File: config.mk
export PLATFORM = sky130hd
export DESIGN_NAME = rc4_prga_decrypt_fsm
export DESIGN_NICKNAME = d
export VERILOG_FILES = /design/src/rtl/rc4_prga_decrypt_fsm_pkg.sv /design/src/rtl/rc4_prga_decrypt_fsm_char_check.sv /design/src/rtl/rc4_prga_decrypt_fsm.sv
export SDC_FILE = /design/constraint.sdc
export NUM_CORES = 1
export LEC_CHECK = 0
export CORE_ASPECT_RATIO = 0.6
export CORE_MARGIN = 2
export CORE_UTILIZATION = 46
export DETAILED_ROUTE_END_ITERATION = 7
export HOLD_SLACK_MARGIN = 0.05
export PLACE_DENSITY = 0.69
export SLEW_MARGIN = 20
export SYNTH_ARGS = -nofsm -noshare
export SYNTH_HDL_FRONTEND = slang
export SYNTH_SLANG_ARGS = --single-unit
File: constraint.sdc
create_clock -name clk -period 6.6 [get_ports clk]
set_input_delay 0.99 -clock clk [delete_from_list [all_inputs] [get_ports clk]]
set_output_delay 0.99 -clock clk [all_outputs]
set_load 0.005 [all_outputs]
File: src/rtl/rc4_prga_decrypt_fsm_pkg.sv
`default_nettype none
// ============================================================================
// Package     : rc4_pkg
// Description : Shared types and constants for the RC4 PRGA decrypt stage and
//               the plaintext character checker.
//               - state_t         : PRGA sequencer states
//               - S_DEPTH / S_AW  : S-box depth and index width
//               - CHAR_*          : accepted plaintext byte range
//               - is_valid_char() : byte -> plaintext-valid
// Revision    : 1.0  initial release
// ============================================================================
package rc4_pkg;

  typedef enum logic [3:0] {
    IDLE     = 4'd0,
    INC_I    = 4'd1,
    RD_SI    = 4'd2,
    WAIT_SI  = 4'd3,
    LATCH_SI = 4'd4,
    RD_SJ    = 4'd5,
    WAIT_SJ  = 4'd6,
    LATCH_SJ = 4'd7,
    WR_SI    = 4'd8,
    WR_SJ    = 4'd9,
    RD_F     = 4'd10,
    WAIT_F   = 4'd11,
    LATCH_F  = 4'd12,
    WR_DEC   = 4'd13,
    NEXT     = 4'd14,
    DONE     = 4'd15
  } state_t;

  localparam int S_DEPTH = 256;
  localparam int S_AW    = $clog2(S_DEPTH);

  localparam logic [7:0] CHAR_LO    = 8'h61;
  localparam logic [7:0] CHAR_HI    = 8'h7A;
  localparam logic [7:0] CHAR_SPACE = 8'h20;

  // Lower-case letters and space are the only bytes a correct key produces.
  function automatic logic is_valid_char(input logic [7:0] b);
    return ((b >= CHAR_LO) && (b <= CHAR_HI)) || (b == CHAR_SPACE);
  endfunction

endpackage
`default_nettype wire

File: src/rtl/rc4_prga_decrypt_fsm_char_check.sv
`default_nettype none
// ============================================================================
// Module      : rc4_char_check
// Description : Combinational plaintext-byte classifier, also used by the
//               key-search controller.
// Ports       : data  in  8  byte to classify
//               valid out 1  1 = 'a'..'z' or space
// Revision    : 1.0  initial release
// ============================================================================
module rc4_char_check
  import rc4_pkg::*;
(
  input  logic [7:0] data,
  output logic       valid
);

  assign valid = is_valid_char(data);

endmodule
`default_nettype wire

File: src/rtl/rc4_prga_decrypt_fsm.sv
`default_nettype none
// ============================================================================
// Module      : rc4_prga_decrypt_fsm
// Description : RC4 pseudo-random generation stage. Walks the shuffled S array
//               held in the shared S-RAM, XORs each keystream byte with the
//               encrypted ROM and writes the result to the decrypted RAM.
//               Every output byte is classified so a wrong key is rejected
//               early (ABORT_ON_INVALID=1) or reported at the end.
// Ports       : clk, reset (async, active-low)
//               start        in   begin a run (sampled in IDLE only)
//               stop         in   abort request, taken at byte boundary
//               s_q          in   S-RAM read data
//               s_address/s_data/s_wren   out  S-RAM port
//               enc_q        in   encrypted ROM read data
//               enc_address  out  encrypted ROM address
//               dec_address/dec_data/dec_wren  out  decrypted RAM port
//               busy/done/pass  out  run status
// Revision    : 1.0  initial release
// ============================================================================
module rc4_prga_decrypt_fsm
  import rc4_pkg::*;
#(
  parameter  int MSG_LEN          = 32,
  parameter  int ABORT_ON_INVALID = 1,
  localparam int AW               = (MSG_LEN > 1) ? $clog2(MSG_LEN) : 1
) (
  input  logic          clk,
  input  logic          reset,
  input  logic          start,
  input  logic          stop,
  input  logic [7:0]    s_q,
  output logic [7:0]    s_address,
  output logic [7:0]    s_data,
  output logic          s_wren,
  input  logic [7:0]    enc_q,
  output logic [AW-1:0] enc_address,
  output logic [AW-1:0] dec_address,
  output logic [7:0]    dec_data,
  output logic          dec_wren,
  output logic          busy,
  output logic          done,
  output logic          pass
);

  localparam logic [AW-1:0] K_LAST = AW'(MSG_LEN - 1);

  typedef logic [S_AW-1:0] sidx_t;

  // --------------------------------------------------------------------------
  // State and datapath registers
  // --------------------------------------------------------------------------
  state_t        r_state;
  sidx_t         r_i;
  sidx_t         r_j;
  logic [AW-1:0] r_k;
  logic [7:0]    r_si;
  logic [7:0]    r_sj;
  logic          r_fail;

  // Next-state values; every output is registered from its *_nxt so that the
  // value tied to a state is present for that state's whole cycle.
  state_t        w_state_nxt;
  sidx_t         w_i_nxt;
  sidx_t         w_j_nxt;
  logic [AW-1:0] w_k_nxt;
  logic [7:0]    w_si_nxt;
  logic [7:0]    w_sj_nxt;
  logic          w_fail_nxt;
  logic [7:0]    w_s_address_nxt;
  logic [7:0]    w_s_data_nxt;
  logic          w_s_wren_nxt;
  logic [AW-1:0] w_enc_address_nxt;
  logic [AW-1:0] w_dec_address_nxt;
  logic [7:0]    w_dec_data_nxt;
  logic          w_dec_wren_nxt;
  logic          w_busy_nxt;
  logic          w_done_nxt;
  logic          w_pass_nxt;

  logic          w_dec_valid;
  logic          w_last;
  logic          w_abort_inv;

  // The byte being written in WR_DEC is already on dec_data, so the checker
  // looks at the registered output rather than re-deriving f^e.
  rc4_char_check u_char_check (
    .data  (dec_data),
    .valid (w_dec_valid)
  );

  assign w_last      = (r_k == K_LAST);
  assign w_abort_inv = (ABORT_ON_INVALID != 0) && r_fail;

  // --------------------------------------------------------------------------
  // State register
  // --------------------------------------------------------------------------
  always_ff @(posedge clk or negedge reset) begin
    if (!reset) begin
      r_state     <= IDLE;
      r_i         <= '0;
      r_j         <= '0;
      r_k         <= '0;
      r_si        <= '0;
      r_sj        <= '0;
      r_fail      <= 1'b0;
      s_address   <= '0;
      s_data      <= '0;
      s_wren      <= 1'b0;
      enc_address <= '0;
      dec_address <= '0;
      dec_data    <= '0;
      dec_wren    <= 1'b0;
      busy        <= 1'b0;
      done        <= 1'b0;
      pass        <= 1'b0;
    end else begin
      r_state     <= w_state_nxt;
      r_i         <= w_i_nxt;
      r_j         <= w_j_nxt;
      r_k         <= w_k_nxt;
      r_si        <= w_si_nxt;
      r_sj        <= w_sj_nxt;
      r_fail      <= w_fail_nxt;
      s_address   <= w_s_address_nxt;
      s_data      <= w_s_data_nxt;
      s_wren      <= w_s_wren_nxt;
      enc_address <= w_enc_address_nxt;
      dec_address <= w_dec_address_nxt;
      dec_data    <= w_dec_data_nxt;
      dec_wren    <= w_dec_wren_nxt;
      busy        <= w_busy_nxt;
      done        <= w_done_nxt;
      pass        <= w_pass_nxt;
    end
  end

  // --------------------------------------------------------------------------
  // Next-state and output logic
  // --------------------------------------------------------------------------
  always_comb begin
    w_state_nxt       = r_state;
    w_i_nxt           = r_i;
    w_j_nxt           = r_j;
    w_k_nxt           = r_k;
    w_si_nxt          = r_si;
    w_sj_nxt          = r_sj;
    w_fail_nxt        = r_fail;
    w_s_address_nxt   = s_address;
    w_s_data_nxt      = s_data;
    w_s_wren_nxt      = 1'b0;
    w_enc_address_nxt = enc_address;
    w_dec_address_nxt = dec_address;
    w_dec_data_nxt    = dec_data;
    w_dec_wren_nxt    = 1'b0;
    w_busy_nxt        = busy;
    w_done_nxt        = done;
    w_pass_nxt        = pass;

    unique case (r_state)
      IDLE: begin
        if (start) begin
          w_state_nxt = INC_I;
          w_i_nxt     = '0;
          w_j_nxt     = '0;
          w_k_nxt     = '0;
          w_fail_nxt  = 1'b0;
          w_busy_nxt  = 1'b1;
          w_done_nxt  = 1'b0;
          w_pass_nxt  = 1'b0;
        end
      end

      INC_I: begin
        w_i_nxt         = r_i + 8'd1;
        w_s_address_nxt = r_i + 8'd1;
        w_state_nxt     = RD_SI;
      end

      RD_SI:   w_state_nxt = WAIT_SI;
      WAIT_SI: w_state_nxt = LATCH_SI;

      LATCH_SI: begin
        w_si_nxt        = s_q;
        w_j_nxt         = r_j + s_q;
        w_s_address_nxt = r_j + s_q;
        w_state_nxt     = RD_SJ;
      end

      RD_SJ:   w_state_nxt = WAIT_SJ;
      WAIT_SJ: w_state_nxt = LATCH_SJ;

      LATCH_SJ: begin
        w_sj_nxt        = s_q;
        w_s_address_nxt = r_i;
        w_s_data_nxt    = s_q;
        w_s_wren_nxt    = 1'b1;
        w_state_nxt     = WR_SI;
      end

      // When i==j both writes carry the same byte to the same address, which
      // leaves S unchanged exactly as a swap with itself should.
      WR_SI: begin
        w_s_address_nxt = r_j;
        w_s_data_nxt    = r_si;
        w_s_wren_nxt    = 1'b1;
        w_state_nxt     = WR_SJ;
      end

      WR_SJ: begin
        w_s_address_nxt   = r_si + r_sj;
        w_enc_address_nxt = r_k;
        w_state_nxt       = RD_F;
      end

      RD_F:   w_state_nxt = WAIT_F;
      WAIT_F: w_state_nxt = LATCH_F;

      // f and e are consumed only as their XOR, so the plaintext byte is the
      // only thing kept from this read.
      LATCH_F: begin
        w_dec_address_nxt = r_k;
        w_dec_data_nxt    = s_q ^ enc_q;
        w_dec_wren_nxt    = 1'b1;
        w_state_nxt       = WR_DEC;
      end

      WR_DEC: begin
        if (!w_dec_valid) begin
          w_fail_nxt = 1'b1;
        end
        w_state_nxt = NEXT;
      end

      NEXT: begin
        w_k_nxt = r_k + AW'(1);
        if (stop || w_last || w_abort_inv) begin
          w_state_nxt = DONE;
          w_busy_nxt  = 1'b0;
          w_done_nxt  = 1'b1;
          w_pass_nxt  = w_last && !r_fail && !stop;
        end else begin
          w_state_nxt = INC_I;
        end
      end

      DONE: begin
        if (!start) begin
          w_state_nxt = IDLE;
          w_done_nxt  = 1'b0;
          w_pass_nxt  = 1'b0;
        end
      end

      default: w_state_nxt = IDLE;
    endcase
  end

endmodule
`default_nettype wire

==> key figures <==
Global routing
  – Largest net degree at the start of global routing: 82
  – Vias in the first global route: 3373
  – GRT Overall Usage: 22.7%
  – Grt total ovfl: 0
  – Initial antenna violation count: 1
  – First-pass GRT wire length: 17.7 mm

Route
  – Starting DRT DRC Count: 279
  – Routed wire per std cell: 17.9 microns
  – Via count: 3389
  – DR vias/cell: 5.70
  – DRC viols: 0
  – Post-route antenna net violation count: 0
  – Routed wire length: 10.6 mm
  – Drt first pass iters: 5

Setup path
  – Cell family with most CP delay: compound AO/OA/AOI/OAI gates
  – R2r startpoint: r_state[3]
  – CP arrival: 3.26 ns
  – CP startpoint: s_q[0]
  – Critical Path Max Stage Delay: 0.51 ns
  – Sum of buffers and inverters on the critical path: 1
  – Worst reg2reg endpoint: r_j[0]
  – R2R depth: 4
  – Worst Path Required: 6.86 ns
  – Worst R2R Setup Slack: 4.21 ns
  – CP max-delay cell: clkdlybuf4s50_1
  – CP endpoint: s_address[6]
  – Critical Path Stages: 9
  – Crit. End Element: flop
  – Critical-path cell list: clkdlybuf4s50_1, ha_1, fa_1, a211oi_1, o21bai_1, a21oi_1, xnor2_1, nand2_1, a31oi_1
  – Crit Path Class: input port to flop
  – Worst setup SP type: input port
  – Crit Path Max Fanout: 5

Floorplanning
  – Die width: 128 microns
  – Initial Utilization: 47.0%
  – Core ar.: 9090 sq um
  – Core Rows: 27
  – Die Span Y: 78.6 microns
  – Die ar.: 10100 sq um
  – Top-level I/O count: 59

Power
  – PD cells: 510 nW/um^2
  – Peak VDD IR: 183 uV
  – Leakage: 2.31 nW

Layout
  – Share of cells above drive strength 1: 11.1%
  – Nets: 513
  – Antenna fix cells: 0
  – Area delta synth->final: 23.5%
  – Final cell count without fillers: 595

Clock tree
  – CTS Buffer Depth: 2
  – Clk pin slew, worst setup/hold paths: 0.06 ns
  – Number of setup buffers added after CTS: 0
  – CTS sink cnt: 81
  – PostCTS Resize Cnt: 0
  – CTS tree: yes
  – Cts bufs inserted: 9
  – CTS Root Cell: clkbuf_16
  – Htree depth: 3
  – CTS Hold Bufs: 0
  – Clk_lat worst skew: 0.34 ns

Logic synthesis
  – Most frequent cells after synthesis: dfrtp_1 (81), nand2_1 (54), nor2_1 (33)
  – Post-Synth Adder-Cell Area: 5.92%
  – Count leader, synth: dfrtp_1
  – Post-synthesis compound-gate area fraction: 17.8%
  – Cell accounting for the most synthesized area: dfrtp_1
  – Synth warn: 0
  – EDFF count, synth: 0
  – Post-synthesis average cell area: 10.2 sq um
  – Mux cell area share after synthesis: 7.56%
  – Register area share after synthesis: 47.5%
  – Main combinational cell family by area after synthesis: compound AO/OA/AOI/OAI gates
  – Predominant post-synthesis flop cell: dfrtp_1
  – Synthesized flop and latch total: 81
  – Top cell type's share of synthesized area: 47.5%
  – Post-synthesis async set-or-reset flop share: 100%
  – Mapped cell area: 4270 sq um
  – Synth cell types: 48
  – Simple-Gate Fraction of Synth Area: 13.1%
  – Top post-synthesis cells by area: dfrtp_1 (47%), mux2_2 (6.9%), ha_1 (5.0%)
  – Synth Area in XOR/XNOR: 5.54%
  – Synthesized net count: 459
  – Post-Syn Instances: 420

Flow run
  – Max-cap violations: 0

Timing
  – Final Setup Violations: 0
  – Max Freq: 0.333 GHz
  – Setup TNS Final: 0 ns
  – Tmin final: 3.00 ns
  – Fin crit share: 45.5%
  – RSZ-0062 raised after global routing: false
  – Final Skew: 0.00826 ns
  – Worst-margin pin slew: 0.986 ns
  – Normalized max-slew margin: 34.1%
  – Count of pins over their slew limit: 0
  – Final hold vios: 0

Run status
  – Status: complete, no violations

Placed design
  – Placed cells: 579
  – DP HPWL: 7.50 mm
  – Placer Congestion: 0.846
  – Port Buffer Count: 58

Hold path
  – Tightest Hold Check Type: flop to flop
==> state kept, by name, indices dropped and copies added (netlist names) <==
register     flops
s_data           8
enc_address      5
dec_address      5
r_state          4
r_i              8
dec_wren         1
s_wren           1
busy             1
r_fail           1
r_j              8
r_sj             8
dec_data         8
pass             1
done             1
r_k              5
r_si             8
s_address        8
==> area by class of cell <==
cell class | count | area [sq um]
clock buffers | 10 | 239
clock inverters | 6 | 90.1
fillers | 775 | 3810
inverters | 4 | 15.0
multi-input cells | 316 | 2150
flip-flops and latches | 81 | 2030
well taps | 116 | 145
repair buffers | 62 | 612
==> logic make-up after synthesis <==
group / Yosys count
DFF: 81
xor gates and xnor gates: 27
and+or+nand+nor: 125
buffers and inverters: 23
AOI/OAI and AO/OA: 116
muxes: 29
adders and majority gates: 19
==> how the worst min path moves through the flow <==
stage               from   endpoint  cells past startpoint
6_report       s_data[2]  s_data[2]                      2
3_5_place_dp   s_data[2]  s_data[2]                      2
3_3_place_gp   s_data[0]  s_data[0]                      2
2_1_floorplan  s_data[0]  s_data[0]                      2
4_1_cts        s_data[2]  s_data[2]                      2
5_1_grt        s_data[6]  s_data[6]                      2
==> power breakdown <==
| part | leakage [nW] | internal, mW | switching [mW] |
|---|---|---|---|
| clock network | 0.159 | 0.343 | 0.206 |
| registers | 1.00 | 0.717 | 0.228 |
| logic | 1.15 | 0.627 | 0.572 |
| total | 2.31 | 1.69 | 1.01 |
==> tightest hold or removal path, cell delays in order, from the launching register on <==
cell	delay, ns
dfrtp_1	0.34
nand2_1	0.05
nand2_1	0.04
==> layer usage <==
metal / track usage, % / vias to the layer above / routed length [microns] / part of all wire, %
met3: 6.95 / 12 / 696 / 6.5
met5: 0 / - / 14 / 0.13
met4: 6.04 / 2 / 73 / 0.69
li1: - / 1626 / - / -
met2: 30.7 / 90 / 4440 / 42
met1: 34.8 / 1659 / 5420 / 51
==> per-stage QoR <==
stage / total power, mW / hold WS [ns] / setup slack, ns / utilization, % / cell area (sq um)
CTS: 2.71 / 0.469 / 3.62 / 58.0 / 5270
global placement: 2.10 / 0.452 / 3.32 / 54.4 / 4940
finish: 2.69 / 0.463 / 3.60 / 58.1 / 5280
detailed placement: 2.14 / 0.456 / 3.28 / 54.4 / 4940
floorplan: 1.69 / 0.463 / 4.02 / - / 4270
global route: 2.91 / 0.488 / 3.46 / 58.1 / 5280
==> cell usage in the layout (no fill, tap or decap), types with 3 or more instances in the layout <==
| cell type | Yosys | final |
|---|---|---|
| dfrtp_1 | 81 | 81 |
| clkdlybuf4s50_1 | 0 | 57 |
| nand2_1 | 54 | 54 |
| nor2_1 | 33 | 33 |
| o21ai_0 | 32 | 32 |
| mux2_2 | 26 | 26 |
| a21oi_1 | 26 | 26 |
| xnor2_1 | 21 | 21 |
| ha_1 | 17 | 17 |
| a22oi_1 | 13 | 13 |
| nand3_1 | 9 | 9 |
| clkbuf_16 | 0 | 9 |
| a211oi_1 | 8 | 8 |
| nor3_1 | 9 | 7 |
| xor2_1 | 6 | 6 |
| and3_1 | 5 | 5 |
| a22o_1 | 5 | 5 |
| inv_1 | 4 | 4 |
| o21bai_1 | 4 | 4 |
| a31oi_1 | 4 | 4 |
| a21o_1 | 4 | 4 |
| buf_4 | 0 | 4 |
| nand2b_1 | 3 | 3 |
| mux2i_1 | 3 | 3 |
| a221o_1 | 3 | 3 |
(Power assumes the default switching activity.)
